File: src/rtl/ntt_delay_sched_if.sv
// ntt_delay_sched_if: control/status bundle between the NTT top-level
// control, the shared delay RAM and the delay-line sequencer.
// Optional port: inverse (only with NTT_DELAY_INV_EN defined).
// master: drives start/in_valid(/inverse), observes schedule outputs.
// slave : the sequencer, drives busy/done/stage/addr/ram_we/
//         out_valid/pair_hi.
interface ntt_delay_sched_if #(
  parameter int STAGES    = 8,
  parameter int MAX_DELAY = 128
);
  localparam int SW = (STAGES > 1) ? $clog2(STAGES) : 1;
  localparam int AW = (MAX_DELAY > 1) ? $clog2(MAX_DELAY) : 1;

  logic          start;
  logic          in_valid;
`ifdef NTT_DELAY_INV_EN
  logic          inverse;
`endif
  logic          busy;
  logic          done;
  logic [SW-1:0] stage;
  logic [AW-1:0] addr;
  logic          ram_we;
  logic          out_valid;
  logic          pair_hi;

`ifdef NTT_DELAY_INV_EN
  modport master (
    output start, in_valid, inverse,
    input  busy, done, stage, addr,
    input  ram_we, out_valid, pair_hi
  );
  modport slave (
    input  start, in_valid, inverse,
    output busy, done, stage, addr,
    output ram_we, out_valid, pair_hi
  );
`else
  modport master (
    output start, in_valid,
    input  busy, done, stage, addr,
    input  ram_we, out_valid, pair_hi
  );
  modport slave (
    input  start, in_valid,
    output busy, done, stage, addr,
    output ram_we, out_valid, pair_hi
  );
`endif
endinterface

File: src/rtl/ntt_delay_sched.sv
// ntt_delay_sched: runs the single-port delay RAM as a delay line whose
// length D(stage) halves per NTT stage (doubles in inverse mode).
// Ports: clk, rst (async, active high), bus (ntt_delay_sched_if.slave):
//   start/in_valid in; busy, done, stage, addr, ram_we, out_valid,
//   pair_hi out. Macro NTT_DELAY_INV_EN adds bus.inverse (INTT order).
module ntt_delay_sched #(
  parameter int N         = 256,
  parameter int STAGES    = 8,
  parameter int MAX_DELAY = 128
) (
  input  logic                clk,
  input  logic                rst,
  ntt_delay_sched_if.slave    bus
);
  localparam int SW = (STAGES > 1) ? $clog2(STAGES) : 1;
  localparam int AW = (MAX_DELAY > 1) ? $clog2(MAX_DELAY) : 1;
  localparam int CW = $clog2(N);
  localparam int DW = AW + 1;
  localparam int OW = CW + 1;

  localparam logic [DW-1:0] DMAX = DW'(MAX_DELAY);
`ifdef NTT_DELAY_INV_EN
  localparam logic [DW-1:0] DMIN = DW'(MAX_DELAY >> (STAGES - 1));
`endif

  typedef enum logic [1:0] {
    IDLE,
    RUN,
    FLUSH,
    DONE
  } state_t;

  state_t        state_q, state_d;
  logic [SW-1:0] stage_q, stage_d;
  logic [AW-1:0] addr_q, addr_d;
  logic [CW-1:0] cnt_q, cnt_d;
  logic [DW-1:0] fill_q, fill_d;
  logic [OW-1:0] oidx_q, oidx_d;
  logic          busy_q, busy_d;
  logic          done_q, done_d;
  logic          outv_q, outv_d;
  logic          pair_q, pair_d;
`ifdef NTT_DELAY_INV_EN
  logic          inv_q, inv_d;
`endif

  logic [DW-1:0] dly;
  logic          we;
  logic          last_addr;
  logic          is_out;

  always_comb begin
`ifdef NTT_DELAY_INV_EN
    dly = inv_q ? (DMIN << stage_q) : (DMAX >> stage_q);
`else
    dly = DMAX >> stage_q;
`endif
  end

  assign we = ((state_q == RUN) && bus.in_valid) ||
              (state_q == FLUSH);
  assign last_addr = ({1'b0, addr_q} == (dly - 1'b1));
  // Once the line is full every access reads back a delayed value.
  assign is_out = (fill_q == dly);

  always_comb begin
    state_d = state_q;
    stage_d = stage_q;
    addr_d  = addr_q;
    cnt_d   = cnt_q;
    fill_d  = fill_q;
    oidx_d  = oidx_q;
`ifdef NTT_DELAY_INV_EN
    inv_d   = inv_q;
`endif
    outv_d  = we && is_out;
    // D is a power of two: masking with D picks bit log2(D).
    pair_d  = we && is_out && (|(oidx_q & OW'(dly)));

    if (we) begin
      addr_d = last_addr ? '0 : addr_q + 1'b1;
      if (is_out) begin
        oidx_d = oidx_q + 1'b1;
      end else begin
        fill_d = fill_q + 1'b1;
      end
    end

    unique case (state_q)
      IDLE: begin
        if (bus.start) begin
          state_d = RUN;
          stage_d = '0;
          addr_d  = '0;
          cnt_d   = '0;
          fill_d  = '0;
          oidx_d  = '0;
`ifdef NTT_DELAY_INV_EN
          inv_d   = bus.inverse;
`endif
        end
      end
      RUN: begin
        if (bus.in_valid) begin
          cnt_d = cnt_q + 1'b1;
          if (cnt_q == CW'(N - 1)) begin
            state_d = FLUSH;
          end
        end
      end
      FLUSH: begin
        // N is a multiple of D, so the flush starts at addr 0
        // and its last access is the one at addr D-1.
        if (last_addr) begin
          if (stage_q == SW'(STAGES - 1)) begin
            state_d = DONE;
          end else begin
            state_d = RUN;
            stage_d = stage_q + 1'b1;
            addr_d  = '0;
            cnt_d   = '0;
            fill_d  = '0;
            oidx_d  = '0;
          end
        end
      end
      DONE: begin
        state_d = IDLE;
      end
      default: begin
        state_d = IDLE;
      end
    endcase

    busy_d = (state_d == RUN) || (state_d == FLUSH);
    done_d = (state_d == DONE);
  end

  always_ff @(posedge clk or posedge rst) begin
    if (rst) begin
      state_q <= IDLE;
      stage_q <= '0;
      addr_q  <= '0;
      cnt_q   <= '0;
      fill_q  <= '0;
      oidx_q  <= '0;
      busy_q  <= 1'b0;
      done_q  <= 1'b0;
      outv_q  <= 1'b0;
      pair_q  <= 1'b0;
`ifdef NTT_DELAY_INV_EN
      inv_q   <= 1'b0;
`endif
    end else begin
      state_q <= state_d;
      stage_q <= stage_d;
      addr_q  <= addr_d;
      cnt_q   <= cnt_d;
      fill_q  <= fill_d;
      oidx_q  <= oidx_d;
      busy_q  <= busy_d;
      done_q  <= done_d;
      outv_q  <= outv_d;
      pair_q  <= pair_d;
`ifdef NTT_DELAY_INV_EN
      inv_q   <= inv_d;
`endif
    end
  end

  assign bus.busy      = busy_q;
  assign bus.done      = done_q;
  assign bus.stage     = stage_q;
  assign bus.addr      = addr_q;
  assign bus.ram_we    = we;
  assign bus.out_valid = outv_q;
  assign bus.pair_hi   = pair_q;

endmodule

File: src/flat_wrapper.sv
// flat-port wrapper written by rule: the top's interface ports become plain ports
module ntt_delay_sched_flat 
#(
  parameter int N         = 256,
  parameter int STAGES    = 8,
  parameter int MAX_DELAY = 128
)
  (clk, rst, bus_start, bus_in_valid, bus_busy, bus_done, bus_stage, bus_addr, bus_ram_we, bus_out_valid, bus_pair_hi);
  ntt_delay_sched_if #(.STAGES(STAGES), .MAX_DELAY(MAX_DELAY)) bus_i ();
  input  logic clk;
  input  logic rst;
  input wire logic [$bits(bus_i.start)-1:0] bus_start;
  input wire logic [$bits(bus_i.in_valid)-1:0] bus_in_valid;
  output wire logic [$bits(bus_i.busy)-1:0] bus_busy;
  output wire logic [$bits(bus_i.done)-1:0] bus_done;
  output wire logic [$bits(bus_i.stage)-1:0] bus_stage;
  output wire logic [$bits(bus_i.addr)-1:0] bus_addr;
  output wire logic [$bits(bus_i.ram_we)-1:0] bus_ram_we;
  output wire logic [$bits(bus_i.out_valid)-1:0] bus_out_valid;
  output wire logic [$bits(bus_i.pair_hi)-1:0] bus_pair_hi;
  assign bus_i.start = bus_start;
  assign bus_i.in_valid = bus_in_valid;
  assign bus_busy = bus_i.busy;
  assign bus_done = bus_i.done;
  assign bus_stage = bus_i.stage;
  assign bus_addr = bus_i.addr;
  assign bus_ram_we = bus_i.ram_we;
  assign bus_out_valid = bus_i.out_valid;
  assign bus_pair_hi = bus_i.pair_hi;
  ntt_delay_sched #(.N(N), .STAGES(STAGES), .MAX_DELAY(MAX_DELAY)) u_core (.clk(clk), .rst(rst), .bus(bus_i));
endmodule
File: config.mk
export PLATFORM = sky130hd
export DESIGN_NAME = ntt_delay_sched_flat
export DESIGN_NICKNAME = d
export VERILOG_FILES = /design/src/rtl/ntt_delay_sched_if.sv /design/src/rtl/ntt_delay_sched.sv /design/src/flat_wrapper.sv
export SDC_FILE = /design/constraint.sdc
export NUM_CORES = 1
export LEC_CHECK = 0
export CAP_MARGIN = 20
export CELL_PAD_IN_SITES_DETAIL_PLACEMENT = 0
export CELL_PAD_IN_SITES_GLOBAL_PLACEMENT = 2
export CORE_ASPECT_RATIO = 1.2
export CORE_MARGIN = 2
export CORE_UTILIZATION = 37
export CTS_CLUSTER_SIZE = 12
export DETAILED_ROUTE_END_ITERATION = 16
export PLACE_DENSITY_LB_ADDON = 0.1
export SETUP_SLACK_MARGIN = 0.05
export SYNTH_ARGS = -nofsm -noshare
export SYNTH_HDL_FRONTEND = slang
export SYNTH_SLANG_ARGS = --single-unit
File: constraint.sdc
create_clock -name clk -period 4.5 [get_ports clk]
set_clock_uncertainty 0.2 [all_clocks]
set_input_delay 0.675 -clock clk [delete_from_list [all_inputs] [get_ports clk]]
set_output_delay 0.675 -clock clk [all_outputs]
set_load 0.01 [all_outputs]
==> results of run 1 <==
where the power goes:
part	switching [uW]	internal, uW
clock	127	105
sequential	114	428
combinational	190	175
worst max-delay path, stage by stage, from the launching register on:
cell and delay [ns]:
dfrtp_1 0.44, ha_1 0.23, ha_1 0.50, inv_1 0.09
ha_1 0.27, or2_1 0.28, and4_1 0.21, a2111oi_2 0.35
o2111ai_1 0.27, o31ai_2 0.24, buf_4 0.31, mux2i_1 0.11
cell usage in the layout (no fill, tap or decap), drive strengths merged, types with 3 or more instances in the layout:
cell	n
o211ai	3
clkdlybuf4s50	18
buf	3
a211oi	9
nand2	21
a21oi	10
inv	13
xnor2	15
ha	13
and3	4
o21ai	13
and2	3
or3	9
o311ai	3
nor2	35
nand4	11
nand2b	4
clkbuf	5
nand3	8
xor2	15
o31ai	3
mux2i	5
a222oi	3
dfrtp	40
cell type report:
type | instances | area, um2 | share of cell area, %
clock inverter | 2 | 12.5 | 0.430
inverter | 13 | 48.8 | 1.68
clock buffer | 5 | 68.8 | 2.36
multi-input combinational | 211 | 1470 | 50.5
timing repair buffer | 21 | 203 | 6.96
tap | 87 | 109 | 3.74
sequential | 40 | 1000 | 34.4
stage by stage:
stage / power, uW / std cells
final: 1140 / 379
after detailed placement: 914 / 372
after floorplan: 792 / 278
after CTS: 1150 / 379
after global routing: 1220 / 379
after global placement: 916 / 372
registers in the layout, indices dropped and copies added, names as in the netlist:
signal,cells
u_core.cnt_q,8
u_core.bus.out_valid,1
u_core.state_q,2
u_core.bus.stage,3
u_core.bus.busy,1
u_core.bus.pair_hi,1
u_core.oidx_q,8
u_core.bus.addr,7
u_core.bus.done,1
u_core.fill_q,8
per-layer routing:
metal / GRT usage [%] / share of wire [%] / wire length [um] / vias to the layer above
met2: 25.8 / 47 / 2670 / 24
li1: - / - / - / 1019
met5: 0 / 0 / 0 / -
met3: 3.00 / 3.0 / 170 / 12
met1: 21.6 / 48 / 2730 / 981
met4: 6.36 / 2.4 / 137 / 0
worst paths after layout:
check	depth (start not counted)	from	to	slack [ns]
worst max-delay path	11	u_core.bus.stage[0]	u_core.bus.stage[0]	0.87
worst min-delay path	1	u_core.cnt_q[0]	u_core.cnt_q[0]	0.31
worst max register to register	11	u_core.bus.stage[0]	u_core.bus.stage[0]	0.87
worst min register to register	1	u_core.cnt_q[0]	u_core.cnt_q[0]	0.31
max in group asynchronous	3	rst	u_core.bus.addr[3]	2.73
min in group asynchronous	2	rst	u_core.bus.pair_hi	0.60
cell families (layout without fill, tap and decap cells):
| logic type | count (synthesis) | count (layout) |
|---|---|---|
| multiplexers | 5 | 5 |
| AND/OR/NAND/NOR | 110 | 110 |
| XOR/XNOR | 30 | 30 |
| adder cells (fa/ha/maj) | 13 | 13 |
| AO/OA/AOI/OAI | 53 | 53 |
| buffers and inverters | 27 | 41 |
| flip-flops | 40 | 40 |
==> flow_metrics.env, run 1 <==
export IMPL_avgSynthCellArea_um2=9.34
export IMPL_ys_ff_latch=40
export IMPL_portBuffers=18
export IMPL_setup_slack_ns=0.869
export IMPL_syn_area_um2=2600
export IMPL_synth_top_area_share_pct=38.5
export IMPL_worst_ep_arrival_time_ns=3.60
export IMPL_viasPerCell=5.37
export IMPL_cts_tree="done"
export IMPL_period_share_pct=80.7
export IMPL_grt_pass1_wl_um=9740
export IMPL_cts_resized=0
export IMPL_post_cts_buffers=0
export IMPL_setup_viol=0
export IMPL_dr_first_iter_drc_count=78
export IMPL_antenna_cells=0
export IMPL_start_util_pct=38.1
export IMPL_syn_num_nets=295
export IMPL_hold_buffers=0
export IMPL_routed_wl_um=5700
export IMPL_power_leakage_uw=0.00120
export IMPL_timing_critical_path_required_ns=4.47
export IMPL_max_freq_mhz=275
export IMPL_cp_start_kind="flip-flop"
export IMPL_synth_cells=278
export IMPL_whs_ns=0.314
export IMPL_crit_fanout=24
export IMPL_drcViolationCount=0
export IMPL_crit_type="reg -> reg"
export IMPL_synthMuxAreaShare_pct=1.93
export IMPL_final_setup_tns_ns=0
export IMPL_maxSlewViolCount=0
export IMPL_hold_violations=0
export IMPL_cts_buffers=5
export IMPL_gp_congestion=0.759
export IMPL_tightestPinTransition_ns=0.736
export IMPL_clk_path_buf_depth=2
export IMPL_grt_remaining_overflow=0
export IMPL_synth_top_family_by_area="simple AND/OR/NAND/NOR gates"
export IMPL_dpl_instance_area_um2=2830
export IMPL_yosys_top_cells_area="dfrtp_1 (39%), ha_1 (6.3%), nor2_1 (5.1%), xnor2_1 (5.1%), xor2_1 (5.1%)"
export IMPL_wl_per_cell_um=15.0
export IMPL_rsz0062_at_grt="false"
export IMPL_die_area_um2=7710
export IMPL_synth_simple_area_share_pct=22.7
export IMPL_peakVddDrop_mv=0.156
export IMPL_grt_usage_pct=16.1
export IMPL_rows=33
export IMPL_power_density_nw_per_um2=391
export IMPL_nNetsFinal=309
export IMPL_ys_types=51
export IMPL_grt_pass1_vias=1989
export IMPL_clk_latency_ns=0.29
export IMPL_synth_compound_area_share_pct=15.6
export IMPL_firstDrtPassIters=4
export IMPL_drive_gt1_share_pct=7.53
export IMPL_hold_path_class="reg -> reg"
export IMPL_antenna_found_initial=0
export IMPL_yosysTopAreaCell="dfrtp_1"
export IMPL_endpoint_kind="flip-flop"
export IMPL_min_period_ns=3.63
export IMPL_num_io_pins=19
export IMPL_final_fill_count=701
export IMPL_post_synth_top_count_cell="dfrtp_1"
export IMPL_design_area_um2=2910
export IMPL_final_antenna_net_count=0
export IMPL_synth_yosys_seq_area_share_pct=38.5
export IMPL_core_area_um2=6810
export IMPL_ys_top_cells_by_count="dfrtp_1 (40), nor2_1 (35), nand2_1 (20)"
export IMPL_die_w_um=80.5
export IMPL_status="complete, no violations"
export IMPL_cts_sinks=40
export IMPL_place_hpwl_um=4040
export IMPL_vias=2036
export IMPL_root_buffer="clkbuf_8"
export IMPL_syn_to_final_growth_pct=12.1
export IMPL_ys_flop_type="dfrtp_1"
export IMPL_final_util_pct=42.8
export IMPL_max_cap_viol_count=0
export IMPL_maxSlewHeadroom_pct=50.9
export IMPL_die_height_um=95.8
export IMPL_yosysWarnings=0
export IMPL_cts_max_level=2
export IMPL_clkTransAtPathRegs_ns=0.08
export IMPL_synthXorXnorAreaFrac_pct=10.1
export IMPL_place_ws_ns=0.829
export IMPL_synth_edf_count=0
export IMPL_async_flop_share_pct=100
export IMPL_grt_max_degree=25
export IMPL_synth_fa_ha_area_share_pct=6.26
No activity file was read; power rests on OpenSTA's default activity.
==> run 2, diff against run 1 <==
Clock period 4.5 ns to 3.7 ns, I/O delays scaled along.
==> flow_metrics.env, run 2 (same netlist as run 1, synthesis figures left out) <==
export IMPL_final_antenna_net_count=0
export IMPL_core_area_um2=6810
export IMPL_layout_common_cells="dfrtp_1 (40), nor2_1 (35), nand2_1 (20), clkdlybuf4s50_1 (18)"
export IMPL_critPathLaunch="u_core.bus.stage[0]"
export IMPL_peakVddDrop_mv=0.255
export IMPL_hold_violations=0
export IMPL_crit_chain="ha_1 -> ha_1 -> inv_1 -> ha_1 -> or2_1 -> and4_1 -> a2111oi_2 -> o2111ai_1 -> o31ai_2 -> buf_4 -> mux2i_1"
export IMPL_grt_usage_pct=16.8
export IMPL_firstDrtPassIters=4
export IMPL_instances_no_fill=385
export IMPL_clk_latency_ns=0.29
export IMPL_total_power_uw=1460
export IMPL_syn_to_final_growth_pct=14.6
export IMPL_num_io_pins=19
export IMPL_power_density_nw_per_um2=491
export IMPL_hold_buffers=0
export IMPL_grt_remaining_overflow=0
export IMPL_portBuffers=18
export IMPL_place_hpwl_um=4060
export IMPL_cpMostUsedCell="ha_1"
export IMPL_regArea_um2=1000
export IMPL_hold_path_class="reg -> reg"
export IMPL_cp_slowest_cell="dfrtp_1"
export IMPL_antenna_found_initial=0
export IMPL_maxSlewHeadroom_pct=64.3
export IMPL_cts_max_level=2
export IMPL_dpl_instance_area_um2=2870
export IMPL_multi_input_area_um2=1470
export IMPL_worst_ep_arrival_time_ns=3.22
export IMPL_period_share_pct=88.1
export IMPL_post_cts_buffers=0
export IMPL_rsz0062_at_grt="false"
export IMPL_final_fill_count=681
export IMPL_root_buffer="clkbuf_8"
export IMPL_path_buf_inv=2
export IMPL_start_util_pct=38.1
export IMPL_die_height_um=95.8
export IMPL_antenna_cells=0
export IMPL_timing_critical_path_required_ns=3.66
export IMPL_dr_first_iter_drc_count=95
export IMPL_cp_start_kind="flip-flop"
export IMPL_maxSlewViolCount=0
export IMPL_die_w_um=80.5
export IMPL_critical_path_max_stage_delay_ns=0.44
export IMPL_wl_per_cell_um=15.3
export IMPL_crit_type="reg -> reg"
export IMPL_gp_congestion=0.751
export IMPL_crit_fanout=24
export IMPL_power_leakage_uw=0.00124
export IMPL_cts_buffers=5
export IMPL_final_setup_tns_ns=0
export IMPL_min_period_ns=3.26
export IMPL_grt_pass1_wl_um=10100
export IMPL_cts_resized=0
export IMPL_top_regs="u_core.cnt_q: 8 flops, u_core.fill_q: 8 flops, u_core.oidx_q: 8 flops"
export IMPL_dp_cells=377
export IMPL_rows=33
export IMPL_vias=2034
export IMPL_max_freq_mhz=307
export IMPL_design_area_um2=2980
export IMPL_drcViolationCount=0
export IMPL_status="complete, no violations"
export IMPL_cts_sinks=40
export IMPL_tightestPinTransition_ns=0.532
export IMPL_grt_max_degree=41
export IMPL_nNetsFinal=314
export IMPL_cp_top_family="compound AO/OA/AOI/OAI gates"
export IMPL_max_cap_viol_count=0
export IMPL_layout_commonest_cell="dfrtp_1"
export IMPL_routed_wl_um=5880
export IMPL_grt_pass1_vias=2005
export IMPL_clk_path_buf_depth=2
export IMPL_setup_viol=0
export IMPL_hp_start="u_core.cnt_q[0]"
export IMPL_viasPerCell=5.28
export IMPL_clkTransAtPathRegs_ns=0.08
export IMPL_endpoint_kind="flip-flop"
export IMPL_r2r_start="u_core.bus.stage[0]"
export IMPL_die_area_um2=7710
export IMPL_cts_tree="done"
export IMPL_drive_gt1_share_pct=9.06
run 2: cell count changes in the layout (fill, tap and decap cells not counted):
cell,change
buf_4,+5
clkinvlp_4,-1
bufinv_16,+1
clkbuf_1,+1
run 2: path summary, 6_finish.rpt:
path                       slack [ns]                  end  depth (start not counted)
setup / recovery                 0.44  u_core.bus.stage[0]                         11
hold / removal                   0.33      u_core.cnt_q[0]                          1
setup reg to reg                 0.44  u_core.bus.stage[0]                         11
hold reg to reg                  0.33      u_core.cnt_q[0]                          1
max in group asynchronous        2.46     u_core.fill_q[7]                          3
min in group asynchronous        0.49      u_core.cnt_q[5]                          3
run 2: area by class of cell:
cell class	instances	share of cell area (%)
Clock buffer	6	2.44
Sequential cell	40	33.6
Tap cell	87	3.66
Timing Repair Buffer	26	8.07
Inverter	13	1.64
Clock inverter	2	1.18
Multi-Input combinational cell	211	49.4
run 2: stage by stage:
step                setup slack, ns  utilization (%)  hold WS [ns]
global placement              0.470             42.1         0.301
CTS                           0.388             43.7         0.338
detailed placement            0.408             42.1         0.307
floorplan                     0.374                -         0.266
finish                        0.442             43.7         0.332
global route                  0.121             43.7         0.378
run 2: metal layers:
layer | vias up | share of wire, % | global-route usage [%]
met1 | 972 | 49 | 23.3
met3 | 5 | 3.0 | 3.10
met5 | - | 0 | 0
li1 | 1026 | - | -
met4 | 0 | 1.1 | 5.08
met2 | 31 | 47 | 26.8
run 2: worst register-to-register path, cell delays in order (launching register included):
cell	delay [ns]
dfrtp_1	0.44
ha_1	0.23
ha_1	0.18
inv_1	0.05
ha_1	0.25
or2_1	0.28
and4_1	0.21
a2111oi_2	0.33
o2111ai_1	0.28
o31ai_2	0.25
buf_4	0.31
mux2i_1	0.13
run 2: power breakdown:
group	switching (uW)	leakage (uW)	total (uW)	internal, uW
Clock	153	0.0000552	353	200
Combinational	233	0.000659	451	218
Sequential	138	0.000530	658	520
